<file path="src/rtl/rv_pkg.sv">
// Shared RISC-V core types and constants.
// Holds the fetch-entry record used by the prefetch stage and its queues.
package rv_pkg;

  localparam int XLEN       = 32;
  localparam int ILEN       = 32;
  localparam int FETCH_STEP = 4;

  typedef struct packed {
    logic [ILEN-1:0] instr;
    logic [XLEN-1:0] pc;
  } fetch_entry_t;

endpackage

</file>
<file path="src/rtl/rv_fetch_fifo.sv">
// Synchronous FIFO of fetch entries with flush, used for both the prefetch
// buffer and the in-flight response-PC queue. DEPTH need not be a power of two.
module rv_fetch_fifo
  import rv_pkg::*;
#(
  parameter int DEPTH = 4,
  parameter int CW    = $clog2(DEPTH + 1)
) (
  input  logic         clk_i,
  input  logic         arstn_i,
  input  logic         flush_i,
  input  logic         push_i,
  input  fetch_entry_t data_i,
  input  logic         pop_i,
  output fetch_entry_t data_o,
  output logic         full_o,
  output logic         empty_o,
  output logic [CW-1:0] count_o
);

  localparam int PW = (DEPTH > 1) ? $clog2(DEPTH) : 1;

  fetch_entry_t    mem_q [DEPTH];
  logic [PW-1:0]   wr_ptr_q, wr_ptr_d;
  logic [PW-1:0]   rd_ptr_q, rd_ptr_d;
  logic [CW-1:0]   count_q, count_d;
  logic            do_push, do_pop;

  assign full_o  = (count_q == CW'(DEPTH));
  assign empty_o = (count_q == '0);
  assign count_o = count_q;
  assign data_o  = mem_q[rd_ptr_q];

  // A full FIFO may still accept a push when the head leaves in the same cycle.
  assign do_pop  = pop_i && !empty_o;
  assign do_push = push_i && (!full_o || do_pop);

  always_comb begin
    wr_ptr_d = wr_ptr_q;
    rd_ptr_d = rd_ptr_q;
    count_d  = count_q + CW'(do_push) - CW'(do_pop);
    if (do_push) wr_ptr_d = (wr_ptr_q == PW'(DEPTH - 1)) ? '0 : wr_ptr_q + PW'(1);
    if (do_pop)  rd_ptr_d = (rd_ptr_q == PW'(DEPTH - 1)) ? '0 : rd_ptr_q + PW'(1);
    if (flush_i) begin
      wr_ptr_d = '0;
      rd_ptr_d = '0;
      count_d  = '0;
    end
  end

  always_ff @(posedge clk_i or negedge arstn_i) begin
    if (!arstn_i) begin
      wr_ptr_q <= '0;
      rd_ptr_q <= '0;
      count_q  <= '0;
    end else begin
      wr_ptr_q <= wr_ptr_d;
      rd_ptr_q <= rd_ptr_d;
      count_q  <= count_d;
    end
  end

  always_ff @(posedge clk_i) begin
    if (do_push && !flush_i) mem_q[wr_ptr_q] <= data_i;
  end

endmodule

</file>
<file path="src/rtl/rv_prefetch_stage.sv">
// Fetch stage with prefetch FIFO, pipelined memory requests and stale-response
// discard after redirects. Define RV_PREFETCH_BYPASS_EN to let responses skip an empty FIFO.
module rv_prefetch_stage
  import rv_pkg::*;
#(
  parameter int              FIFO_DEPTH      = 4,
  parameter int              MAX_OUTSTANDING = 2,
  parameter logic [XLEN-1:0] RESET_PC        = 32'h0000_0000
) (
  input  logic            clk_i,
  input  logic            arstn_i,
  input  logic            cu_kill_f_i,
  input  logic            cu_stall_f_i,
  input  logic            cu_force_f_i,
  input  logic [XLEN-1:0] cu_force_pc_i,
  output logic            f_stall_req_o,
  output logic            instr_req_o,
  output logic [XLEN-1:0] instr_addr_o,
  input  logic            instr_gnt_i,
  input  logic            instr_rvalid_i,
  input  logic [XLEN-1:0] instr_rdata_i,
  output logic [ILEN-1:0] f_instr_o,
  output logic [XLEN-1:0] f_current_pc_o,
  output logic [XLEN-1:0] f_next_pc_o,
  output logic            f_valid_o
);

  localparam int OCW = $clog2(MAX_OUTSTANDING + 1);
  localparam int FCW = $clog2(FIFO_DEPTH + 1);

  logic [XLEN-1:0] fetch_pc_q, fetch_pc_d;
  logic [OCW-1:0]  outstanding_q, outstanding_d;
  logic [OCW-1:0]  discard_q, discard_d;
  logic            f_valid_q, f_valid_d;
  fetch_entry_t    out_q;
  logic [XLEN-1:0] out_next_pc_q;

  logic            xfer, rsp_ok, rsp_drop, rsp_accept, bypass;
  logic            fifo_push, fifo_pop;
  fetch_entry_t    fifo_wdata, fifo_rdata, pcq_wdata, pcq_rdata, load_entry;
  logic            fifo_full, fifo_empty, pcq_full, pcq_empty;
  logic [FCW-1:0]  fifo_count;
  logic [OCW-1:0]  pcq_count;
  logic            unused_ok;

  assign f_stall_req_o = 1'b0;
  assign instr_addr_o  = fetch_pc_q;

  // Only issue when a FIFO slot is reserved for every granted request.
  assign instr_req_o = arstn_i && !cu_force_f_i
                    && (int'(outstanding_q) < MAX_OUTSTANDING)
                    && (int'(outstanding_q) + int'(fifo_count) < FIFO_DEPTH);

  assign xfer       = instr_req_o && instr_gnt_i;
  assign rsp_ok     = instr_rvalid_i && (outstanding_q != '0);
  assign rsp_drop   = rsp_ok && (discard_q != '0);
  assign rsp_accept = rsp_ok && (discard_q == '0) && !cu_force_f_i;
  assign fifo_pop   = !cu_kill_f_i && !cu_stall_f_i && !fifo_empty;

`ifdef RV_PREFETCH_BYPASS_EN
  assign bypass = rsp_accept && fifo_empty && !cu_stall_f_i && !cu_kill_f_i;
`else
  assign bypass = 1'b0;
`endif

  assign fifo_push  = rsp_accept && !bypass;
  assign pcq_wdata  = '{instr: '0, pc: fetch_pc_q};
  assign fifo_wdata = '{instr: ILEN'(instr_rdata_i), pc: pcq_rdata.pc};
  assign load_entry = fifo_pop ? fifo_rdata : fifo_wdata;

  rv_fetch_fifo #(.DEPTH(FIFO_DEPTH)) u_prefetch_fifo (
    .clk_i   (clk_i),
    .arstn_i (arstn_i),
    .flush_i (cu_force_f_i),
    .push_i  (fifo_push),
    .data_i  (fifo_wdata),
    .pop_i   (fifo_pop),
    .data_o  (fifo_rdata),
    .full_o  (fifo_full),
    .empty_o (fifo_empty),
    .count_o (fifo_count)
  );

  rv_fetch_fifo #(.DEPTH(MAX_OUTSTANDING)) u_rsp_pc_queue (
    .clk_i   (clk_i),
    .arstn_i (arstn_i),
    .flush_i (cu_force_f_i),
    .push_i  (xfer),
    .data_i  (pcq_wdata),
    .pop_i   (rsp_accept),
    .data_o  (pcq_rdata),
    .full_o  (pcq_full),
    .empty_o (pcq_empty),
    .count_o (pcq_count)
  );

  assign unused_ok = ^{fifo_full, pcq_full, pcq_empty, pcq_count, pcq_rdata.instr};

  always_comb begin
    fetch_pc_d    = fetch_pc_q;
    outstanding_d = outstanding_q + OCW'(xfer) - OCW'(rsp_ok);
    discard_d     = discard_q;
    if (xfer)     fetch_pc_d = fetch_pc_q + XLEN'(FETCH_STEP);
    if (rsp_drop) discard_d  = discard_q - OCW'(1);
    // On redirect every response still in flight belongs to the old stream.
    if (cu_force_f_i) begin
      fetch_pc_d = {cu_force_pc_i[XLEN-1:2], 2'b00};
      discard_d  = outstanding_q - OCW'(rsp_ok);
    end
  end

  always_comb begin
    f_valid_d = f_valid_q;
    if (cu_kill_f_i)       f_valid_d = 1'b0;
    else if (!cu_stall_f_i) f_valid_d = fifo_pop || bypass;
  end

  always_ff @(posedge clk_i or negedge arstn_i) begin
    if (!arstn_i) begin
      fetch_pc_q    <= RESET_PC;
      outstanding_q <= '0;
      discard_q     <= '0;
      f_valid_q     <= 1'b0;
    end else begin
      fetch_pc_q    <= fetch_pc_d;
      outstanding_q <= outstanding_d;
      discard_q     <= discard_d;
      f_valid_q     <= f_valid_d;
    end
  end

  always_ff @(posedge clk_i) begin
    if (fifo_pop || bypass) begin
      out_q         <= load_entry;
      out_next_pc_q <= load_entry.pc + XLEN'(FETCH_STEP);
    end
  end

  assign f_valid_o      = f_valid_q;
  assign f_instr_o      = out_q.instr;
  assign f_current_pc_o = out_q.pc;
  assign f_next_pc_o    = out_next_pc_q;

`ifndef SYNTHESIS
  rvalid_needs_request: assert property (
    @(posedge clk_i) disable iff (!arstn_i) instr_rvalid_i |-> (outstanding_q != '0));
`endif

endmodule

</file>
<file path="config.mk">
export PLATFORM = sky130hd
export DESIGN_NAME = rv_prefetch_stage
export DESIGN_NICKNAME = d
export VERILOG_FILES = /design/src/rtl/rv_pkg.sv /design/src/rtl/rv_fetch_fifo.sv /design/src/rtl/rv_prefetch_stage.sv
export SDC_FILE = /design/constraint.sdc
export NUM_CORES = 1
export LEC_CHECK = 0
export BUFFER_PORTS_ARGS = -buffer_cell sky130_fd_sc_hd__buf_2
export CORE_MARGIN = 3
export CORE_UTILIZATION = 59
export DETAILED_ROUTE_END_ITERATION = 8
export PLACE_DENSITY_LB_ADDON = 0.3
export SLEW_MARGIN = 25
export SYNTH_ARGS = -nofsm -noshare
export SYNTH_HDL_FRONTEND = slang
export SYNTH_SLANG_ARGS = --single-unit
</file>
<file path="constraint.sdc">
create_clock -name clk_i -period 5.35 [get_ports clk_i]
set_input_delay 0.2675 -clock clk_i [delete_from_list [all_inputs] [get_ports clk_i]]
set_output_delay 0.2675 -clock clk_i [all_outputs]
set_load 0.1 [all_outputs]
</file>
==> metrics.txt, run 1 <==
status completed; DR vias 10930; CTS tree yes; Core Box Area about 31000 um^2; RSZ-0062 raised after global routing false; Ys Warns 0; setup slack at placement 1.948 ns; Final Slew Violations 0; final setup fails 0; worst min-delay path class in -> reg; Crit Path Max Fanout 69; XOR/XNOR Fraction of Synth Area 1.712%; CP Capture Type flop; Adder-Cell Fraction of Synth Area 1.195%; Mean Syn Cell Area 16.30 um^2; mux cell area share after synthesis 10.45%; kind of critical path reg -> reg; Synth Flop Type edfxtp_1; Pre-antenna DRT Iters 5; total global routing overflow 0; Max IR drop VDD between 0.3 and 0.4 mV; routed length per instance 21.47 um; clock root buffer clkbuf_16; Synth Area in Compound Gates 4.320%; Initial Util 60.06%; Synth area leaders edfxtp_1 65%, mux4_2 6.6%, dfrtp_1 6.2%; FF+latch count, synth 446; initial DRC count 1031; post-cts sizing count 0; Cell Area, Placed 19720 um^2; Slew Limit Headroom 33.38%; synth unique cells 65; initial antenna violation count 0; P_leak 0.007811 uW; WL final approximately 40 mm; hpwl dp 23.74 mm; number of global-route vias before repair 11090; simple-gate portion of the synthesized area 8.552%; Cells after Synth 1130; Worst Path Arrival approximately 3.7 ns; PortBufs ~190; share of the synthesized area in the top cell type between 60% and 70%; Synth Cell Area between 15000 and 20000 um^2; fraction of layout cells with a size suffix above 1 a little over a quarter; dominant cell type by area after synthesis edfxtp_1; Startpoint Class flop; antenna violation net count after detailed routing 0; CTS clk-pin slew, worst paths ~0.060 ns; sequential fraction of the synthesis area 71.46%; PwrDens 427.3 nW/um^2; Die Span Y ~180 um; WP data required ~5.6 ns; global-route wire length before repair 61.55 mm; number of flops mapped to enable cells by yosys 400; drt drc 0; minimum period implied by the final worst setup slack ~3.4 ns; clock sinks 446; Die ar. ~33000 um^2; worst slew pin tran ~1.0 ns; Die X 182.7 um; fin area 21730 um^2; Final Skew 0.02404 ns; fmax roughly 290 MHz; RePlAce Congestion 0.8533; Via density between 5 and 6; Rows 64; gr usage total a little under a quarter; number of antenna diodes 0; period utilization 64.38%; setup_tns 0 ns; Fin Hold WS 0.02595 ns; area growth from synthesis to layout 17.96%; layout net count 1485; hold violation count in the final report 0; setup slack after layout 1.906 ns; ys async rst share about 10%; largest net degree at the start of global routing 70; number of max-cap violations 0; clock buffer depth 3; clock latency on the worst-skew pair 0.54 ns; H-Tree Depth 2; Ports 202; CTS buffer count 44; largest family of logic cells by synthesized area multiplexers
## final timing paths
path                       cells past startpoint                        from                     endpoint  slack, ns
min in group asynchronous                      3                     arstn_i             instr_addr_o[25]       0.49
max reg2reg                                    7  u_prefetch_fifo.count_o[2]              f_next_pc_o[28]       1.91
min                                            3           cu_force_pc_i[21]             instr_addr_o[21]       0.03
max in group asynchronous                      3                     arstn_i  u_prefetch_fifo.rd_ptr_q[0]       4.36
max                                            7  u_prefetch_fifo.count_o[2]              f_next_pc_o[28]       1.91
min reg2reg                                    0            instr_addr_o[30]  u_rsp_pc_queue.mem_q[1][30]       0.56
## registers in the layout, indices dropped and copies added, names as in the netlist, 3 cells and up
signal                   cells
u_rsp_pc_queue.mem_q        60
f_current_pc_o              30
instr_addr_o                30
u_prefetch_fifo.count_o      3
f_instr_o                   32
u_prefetch_fifo.mem_q      248
f_next_pc_o                 30
## synthesized netlist by cell type, drive strengths merged, types with 2 or more instances
master,count
nor2b,6
nor4,6
edfxtp,400
buf,34
mux2i,6
nor3,23
o311ai,10
nand2b,3
mux2,39
nand3,30
a32oi,3
and4,5
a32o,3
clkbuf,22
a21oi,18
dfrtp,46
o21ai,35
nand3b,5
ha,16
mux4,62
nand4,13
xor2,20
a31oi,11
o32ai,3
a221o,11
nor2,64
o211ai,2
a22oi,4
inv,23
nor3b,7
xnor2,16
nand2,147
a21o,3
and3,6
and2,13
## metrics by stage
step	instances	utilization (%)	total power (uW)
after floorplan	1136	-	5990
after global placement	1684	64.29	6344
after detailed placement	1684	64.30	6389
after CTS	1828	70.85	9346
after global routing	1828	70.85	9620
final	1828	70.85	9285
## metal layers
metal  vias to the layer above  share of wire [%]  global-route usage (%)
met5                         -                  0                       0
met2                       511                 48                   37.45
li1                       4889                  -                       -
met3                        75                8.5                   4.146
met1                      5456                 41                   34.46
met4                         0                2.7                   7.495
## cells in the final DEF (no fill, tap or decap), drive strengths merged, types with 10 or more instances in the layout
cell	n
a21oi	18
a221o	11
a31oi	11
and2	13
buf	208
clkbuf	58
clkinv	20
dfrtp	46
dlygate4sd3	63
edfxtp	400
ha	16
inv	23
mux2	39
mux4	62
nand2	147
nand3	30
nand4	13
nor2	64
nor3	23
o21ai	35
o311ai	10
xnor2	16
xor2	20
## report_power, final
part           internal [uW]  total [uW]  switching [uW]
clock network           1690        2920            1230
logic                    496        2070            1580
registers               4110        4290             183
## worst max-delay path: stages, from the launching register on
cell and delay, ns:
dfrtp_1 0.44, or3_4 0.54, nand2_8 0.46, inv_6 0.22, o21ai_0 0.50, nand2_1 0.34
nor4_1 0.53, xor2_1 0.13
## what timing repair did
action	in CTS	in global routing
hold endpoints to repair	203	0
buffers inserted	0	0
setup endpoints to repair	0	0
hold buffers	63	0
## area by class of cell
cell class | count | area [um^2]
Clock buffer | 58 | 1206
Clock inverter | 23 | 172.7
Fill cell | 1898 | 8941
Inverter | 23 | 92.59
Multi-Input combinational cell | 611 | 4870
Sequential cell | 446 | 13170
Tap cell | 396 | 495.5
Timing Repair Buffer | 271 | 1724
## cell families (layout without fill, tap and decap cells)
logic type               Yosys count  after routing
AO/OA/AOI/OAI                    112            112
other                              1              7
multiplexers                     107            107
AND/OR/NAND/NOR                  332            332
flip-flops                       446            446
XOR/XNOR                          36             36
buffers and inverters             79            375
adder cells (fa/ha/maj)           17             17
Note: power is estimated with default switching activity, not from simulation.
==> inputs of run 2 (changes only) <==
--- a/config.mk
+++ b/config.mk
@@ -7,7 +7,7 @@
 export LEC_CHECK = 0
 export BUFFER_PORTS_ARGS = -buffer_cell sky130_fd_sc_hd__buf_2
 export CORE_MARGIN = 3
-export CORE_UTILIZATION = 59
+export CORE_UTILIZATION = 53
 export DETAILED_ROUTE_END_ITERATION = 8
 export PLACE_DENSITY_LB_ADDON = 0.3
 export SLEW_MARGIN = 25
==> constraint.sdc (replaced) <==
create_clock -name clk_i -period 3 [get_ports clk_i]
set_input_delay 0.15 -clock clk_i [delete_from_list [all_inputs] [get_ports clk_i]]
set_output_delay 0.15 -clock clk_i [all_outputs]
set_load 0.1 [all_outputs]
==> run 2 against run 1 <==
Effect of this change:
- final area is 2.2% higher
- clock power grew 91%
- setup slack worse by 1.6 ns
- wire length grew 2.1%
- total power grew 83%
- combinational power increased by 86%
- global-route usage decreased by 2.0 points
- critical path depth is the same
- core utilization shrank 5.3 points
- largest cell class unchanged
==> metrics.txt, run 2 (synthesis gave the netlist of run 1 again) <==
worst min-delay path class in -> reg; Post-Layout Cell Count 1908 (+4.4%); Core Box Area 33870 um^2 (+10%); Die Span Y 192.4 um (+5.3%); Final Slew Violations 0 (unchanged); Crit Path Max Fanout 26 (-62%); number of global-route vias before repair 10900 (-1.7%); Hold EP discard_q[0]; RePlAce Congestion 0.8344 (-2.2%); total global routing overflow 0 (unchanged); global-route wire length before repair 61.82 mm (+0.45%); antenna violation net count after detailed routing 0 (unchanged); Largest Register u_prefetch_fifo.mem_q; number of max-cap violations 0 (unchanged); CTS buffer count 44 (unchanged); Final Skew 0.02365 ns (-0.0003908 ns); hpwl dp 24.63 mm (+3.7%); gr usage total 21.75% (-2.0 points); PortBufs 192 (unchanged); R2R Path End f_next_pc_o[28]; fmax 364.8 MHz (+26%); FF-to-FF path depth 7 (unchanged); area growth from synthesis to layout 20.53%; Cell Area, Placed 20070 um^2 (+1.8%); Slew Limit Headroom 56.08% (+23 points); r2r setup slk 0.26 ns (-1.65 ns); initial DRC count 867 (-16%); routed length per instance 20.99 um (-2.2%); WL final 40.06 mm (+2.1%); Via density 5.688 (-4.9%); Max IR drop VDD 0.4930 mV (+34%); status completed; Ports 202 (unchanged); Startpoint Class flop; clock sinks 446 (unchanged); CTS tree yes; kind of critical path reg -> reg; Die ar. 37030 um^2 (+11%); # fillers 2327 (+23%); minimum period implied by the final worst setup slack 2.741 ns (-0.7031 ns); fraction of layout cells with a size suffix above 1 28.49% (+1.5 points); fin area 22200 um^2 (+2.2%); hold depth 5 (+2); most common cell after layout, fill and taps aside edfxtp_1; Die X 192.4 um (+5.3%); DR vias 10850 (-0.71%); r2r startpoint u_prefetch_fifo.count_o[0]; H-Tree Depth 2 (unchanged); initial antenna violation count 0 (unchanged); period utilization 91.38% (+27 points); commonest non-fill, non-tap cells in the layout 400 x edfxtp_1, 192 x buf_2, 146 x nand2_1; RSZ-0062 raised after global routing false; Rows 67 (+4.7%); clock root buffer clkbuf_16; total power 17030 uW (+83%); clock latency on the worst-skew pair 0.55 ns (about the same); PwrDens 766.9 nW/um^2 (+79%); placed cells 1763 (+4.7%); hold violation count in the final report 0 (unchanged); WP data required 3.29 ns (-2.32 ns); layout net count 1515 (+2.0%); Fin Hold WS 0.1407 ns (+0.1148 ns); Pre-antenna DRT Iters 7 (+2); Initial Util 54.39% (-5.7 points); CTS clk-pin slew, worst paths 0.07 ns (about the same); max reg flops 248 (unchanged); postcts setup bufs 0 (unchanged); final setup fails 0 (unchanged); worst slew pin tran 0.6587 ns (-0.3405 ns); drt drc 0 (unchanged); CP Capture Type flop; number of antenna diodes 0 (unchanged); clock buffer depth 3 (unchanged); largest net degree at the start of global routing 93 (+33%); CP startpoint u_prefetch_fifo.count_o[0]; P_leak 0.008010 uW (+2.6%); Worst Path Arrival 3.03 ns (-0.67 ns); Hold Path Origin instr_rvalid_i
[run 2: cell count changes in the layout (fill, tap and decap cells not counted), moves of 3 or more]
cell	delta
dlygate4sd3_1	+3
bufinv_16	+4
buf_4	+21
clkinv_2	-4
buf_12	+6
clkbuf_1	-4
[run 2: report_power, final]
part	switching (uW)	leakage, uW	internal [uW]
Sequential	288	0.00418	7320
Clock	2250	0.000717	3320
Combinational	2880	0.00311	973
Total	5420	0.00801	11600
[run 2: layout make-up]
cell class	instances	area (um^2)	area share [%]
Tap cell	448	560.5	2.525
Sequential cell	446	13170	59.31
Clock buffer	53	1177	5.303
Timing Repair Buffer	301	2032	9.152
Multi-Input combinational cell	611	4880	21.98
Inverter	23	95.09	0.4283
Clock inverter	26	290.3	1.307
[run 2: per-layer routing]
layer	track usage, %	vias to the layer above	part of all wire [%]
li1	-	4951	-
met3	3.706	47	8.1
met2	35.03	468	48
met1	31.39	5387	42
met4	5.408	0	1.8
met5	0	-	0
[run 2: worst max-delay path by stage]
stage,end,depth (start not counted)
finish,f_next_pc_o[28],7
detailed placement,f_next_pc_o[31],7
global placement,f_next_pc_o[31],7
CTS,f_next_pc_o[31],7
global route,u_prefetch_fifo.count_o[2],8
floorplan,f_current_pc_o[10],7
[run 2: critical path, cell delays in order (launching register included)]
cell	delay, ns
dfrtp_1	0.42
or3_4	0.50
nand2_8	0.18
inv_6	0.12
o32ai_2	0.41
nand2_1	0.32
nor4_1	0.41
xor2_1	0.11
[run 2: timing repair]
| item | 4_1_cts | 5_1_grt |
|---|---|---|
| hold endpoints to repair | 243 | 0 |
| gates resized for setup | 0 | 0 |
| hold buffers | 66 | 0 |
[run 2: per-stage QoR]
| stage | setup TNS (ns) | setup WS (ns) | utilization [%] |
|---|---|---|---|
| 2_1_floorplan | -21.53 | -0.2340 | - |
| 4_1_cts | 0 | 0.2522 | 65.56 |
| 6_report | 0 | 0.2587 | 65.56 |
| 3_3_place_gp | 0 | 0.2823 | 59.27 |
| 5_1_grt | 0 | 0.02865 | 65.56 |
| 3_5_place_dp | 0 | 0.2541 | 59.27 |
==> inputs of run 3 (changes only) <==
--- a/config.mk
+++ b/config.mk
@@ -5,9 +5,10 @@
 export SDC_FILE = /design/constraint.sdc
 export NUM_CORES = 1
 export LEC_CHECK = 0
-export BUFFER_PORTS_ARGS = -buffer_cell sky130_fd_sc_hd__buf_2
+export BUFFER_PORTS_ARGS = -buffer_cell sky130_fd_sc_hd__buf_4
 export CORE_MARGIN = 3
-export CORE_UTILIZATION = 53
+export CORE_UTILIZATION = 55
+export CTS_BUF_LIST = sky130_fd_sc_hd__clkbuf_4 sky130_fd_sc_hd__clkbuf_8
 export DETAILED_ROUTE_END_ITERATION = 8
 export PLACE_DENSITY_LB_ADDON = 0.3
 export SLEW_MARGIN = 25
==> constraint.sdc (replaced) <==
create_clock -name clk_i -period 3 [get_ports clk_i]
set_input_delay 0.15 -clock clk_i [delete_from_list [all_inputs] [get_ports clk_i]]
set_output_delay 0.15 -clock clk_i [all_outputs]
set_load 0.005 [all_outputs]
==> run 3 against run 2 <==
Effect of this change:
- core utilization grew 3.4 points
- critical endpoint is now f_next_pc_o[24]
- clock skew increased by 0.0016 ns
- sequential power barely moved
- hold slack worse by 0.093 ns
- combinational power down 39%
- flip-flop and latch count unchanged
- sequential share of layout area down 1.1 points
- setup slack better by 0.0070 ns
- first-iteration DRC count is 0.35% lower
==> metrics.txt, run 3 (synthesis gave the netlist of run 1 again) <==
gr usage total 22.17% (+0.42 points); clock sinks 446 (unchanged); global-route wire length before repair 61.41 mm (-0.67%); clock root buffer clkbuf_8; number of global-route vias before repair 11190 (+2.7%); clock latency on the worst-skew pair 0.60 ns (+0.05 ns); WP buf/inv 1 (unchanged); worst slew pin tran 0.9664 ns (+0.3077 ns); fmax 365.7 MHz (+0.26%); worst min-delay path class in -> reg; initial DRC count 864 (-0.35%); period utilization 91.14% (-0.23 points); status completed; R2R Path End f_next_pc_o[24]; Pre-antenna DRT Iters 5 (-2); CTS tree yes; delay-heaviest family, CP flip-flops; most common cell after layout, fill and taps aside edfxtp_1; Crit. path cell count 7 (unchanged); max incr delay on CP 0.77 ns (+0.27 ns); Initial Util 56.19% (+1.8 points); Ports 202 (unchanged); largest net degree at the start of global routing 72 (-23%); drt drc 0 (unchanged); FF-to-FF path depth 7 (unchanged); hold violation count in the final report 0 (unchanged); antenna violation net count after detailed routing 0 (unchanged); Die ar. 35720 um^2 (-3.5%); H-Tree Depth 3 (+1); Hold EP f_instr_o[11]; Fin Hold WS 0.04723 ns (-0.09348 ns); CP Capture Type flop; final setup fails 0 (unchanged); routed length per instance 20.27 um (-3.4%); max reg flops 248 (unchanged); WL final 39.47 mm (-1.5%); total global routing overflow 0 (unchanged); Die Span Y 189.0 um (-1.8%); setup_tns 0 ns (unchanged); PortBufs 192 (unchanged); r2r startpoint u_rsp_pc_queue.rd_ptr_q; layout net count 1541 (+1.7%); hold_buf cts 66 (unchanged); WP data required 3.31 ns (+0.02 ns); Final Skew 0.02528 ns (+0.001627 ns); post-cts sizing count 0 (unchanged); Rows 66 (-1.5%); CTS buffer count 71 (+61%); kind of critical path reg -> reg; hpwl dp 24.44 mm (-0.77%); Final Slew Violations 0 (unchanged); r2r setup slk 0.27 ns (about the same); clock buffer depth 3 (unchanged); Slew Limit Headroom 35.57% (-21 points); RePlAce Congestion 0.8304 (-0.48%); CP startpoint u_rsp_pc_queue.rd_ptr_q; CTS clk-pin slew, worst paths 0.06 ns (about the same); commonest non-fill, non-tap cells in the layout 400 x edfxtp_1, 225 x buf_4, 146 x nand2_1; Max IR drop VDD 0.3112 mV (-37%); fraction of layout cells with a size suffix above 1 30.83% (+2.3 points); crit-path cells buf_12 > nand3_1 > a22oi_1 > a32o_1 > nand2_1 > nor4_1 > xor2_1; hold depth 5 (unchanged); Crit-path slowest cell dfrtp_1; postcts setup bufs 0 (unchanged); DR vias 10990 (+1.2%); RSZ-0062 raised after global routing false; PwrDens 663.6 nW/um^2 (-13%); number of antenna diodes 0 (unchanged); Startpoint Class flop; Via density 5.643 (-0.80%); Die X 189.0 um (-1.8%); area growth from synthesis to layout 22.75%; Hold Path Origin cu_stall_f_i; minimum period implied by the final worst setup slack 2.734 ns (-0.007021 ns); Core Box Area 32780 um^2 (-3.2%); Crit Path Max Fanout 30 (+15%); number of max-cap violations 0 (unchanged); Worst Path Arrival 3.04 ns (about the same); Largest Register u_prefetch_fifo.mem_q; P_leak 0.008189 uW (+2.2%); initial antenna violation count 0 (unchanged)
[run 3: changes by cell type in the layout (fill, tap and decap cells not counted), moves of 5 or more]
cell / delta
buf_2: -192
buf_4: +189
bufinv_16: -5
clkbuf_1: -7
clkbuf_16: -46
clkbuf_4: +29
clkbuf_8: +75
clkinv_2: -5
[run 3: metal layers]
layer	global-route usage [%]	vias to the layer above	wire, um
li1	-	5007	-
met3	4.610	69	3032
met5	0	-	0
met2	35.68	488	18940
met4	7.133	0	793
met1	30.86	5422	16710
[run 3: stage by stage]
stage / worst slack (ns) / area (um^2) / util, % / total power (uW) / cells
finish: 0.2657 / 22610 / 68.97 / 15000 / 1947
global route: 0.02150 / 22610 / 68.97 / 15650 / 1947
CTS: 0.2468 / 22610 / 68.97 / 15130 / 1947
detailed placement: 0.2835 / 20560 / 62.71 / 10040 / 1756
global placement: 0.3253 / 20560 / 62.71 / 9957 / 1756
floorplan: -0.2340 / 18490 / - / 9044 / 1136
[run 3: worst register-to-register path: stages (launching register included)]
cell     delay (ns)
dfrtp_1        0.77
buf_12         0.27
nand3_1        0.11
a22oi_1        0.26
a32o_1         0.33
nand2_1        0.16
nor4_1         0.44
xor2_1         0.12
[run 3: report_power, final]
group	total, uW	leakage, uW	internal [uW]	switching (uW)
clock network	5020	0.000732	2770	2250
logic	2350	0.00327	1110	1240
registers	7630	0.00418	7330	301
total	15000	0.00819	11200	3790
[run 3: layout make-up]
| type | instances | area (um^2) |
|---|---|---|
| fill | 2101 | 10170 |
| multi-input combinational | 611 | 4873 |
| clock buffer | 104 | 1250 |
| inverter | 23 | 95.09 |
| tap | 442 | 553.0 |
| sequential | 446 | 13170 |
| clock inverter | 21 | 141.4 |
| timing repair buffer | 300 | 2530 |
[run 3: worst max path at each step]
stage | to | slack, ns
final | f_next_pc_o[24] | 0.27
after global routing | f_next_pc_o[30] | 0.02
after CTS | f_next_pc_o[24] | 0.25
after detailed placement | f_next_pc_o[24] | 0.28
after global placement | f_next_pc_o[24] | 0.33
after floorplan | f_current_pc_o[10] | -0.23
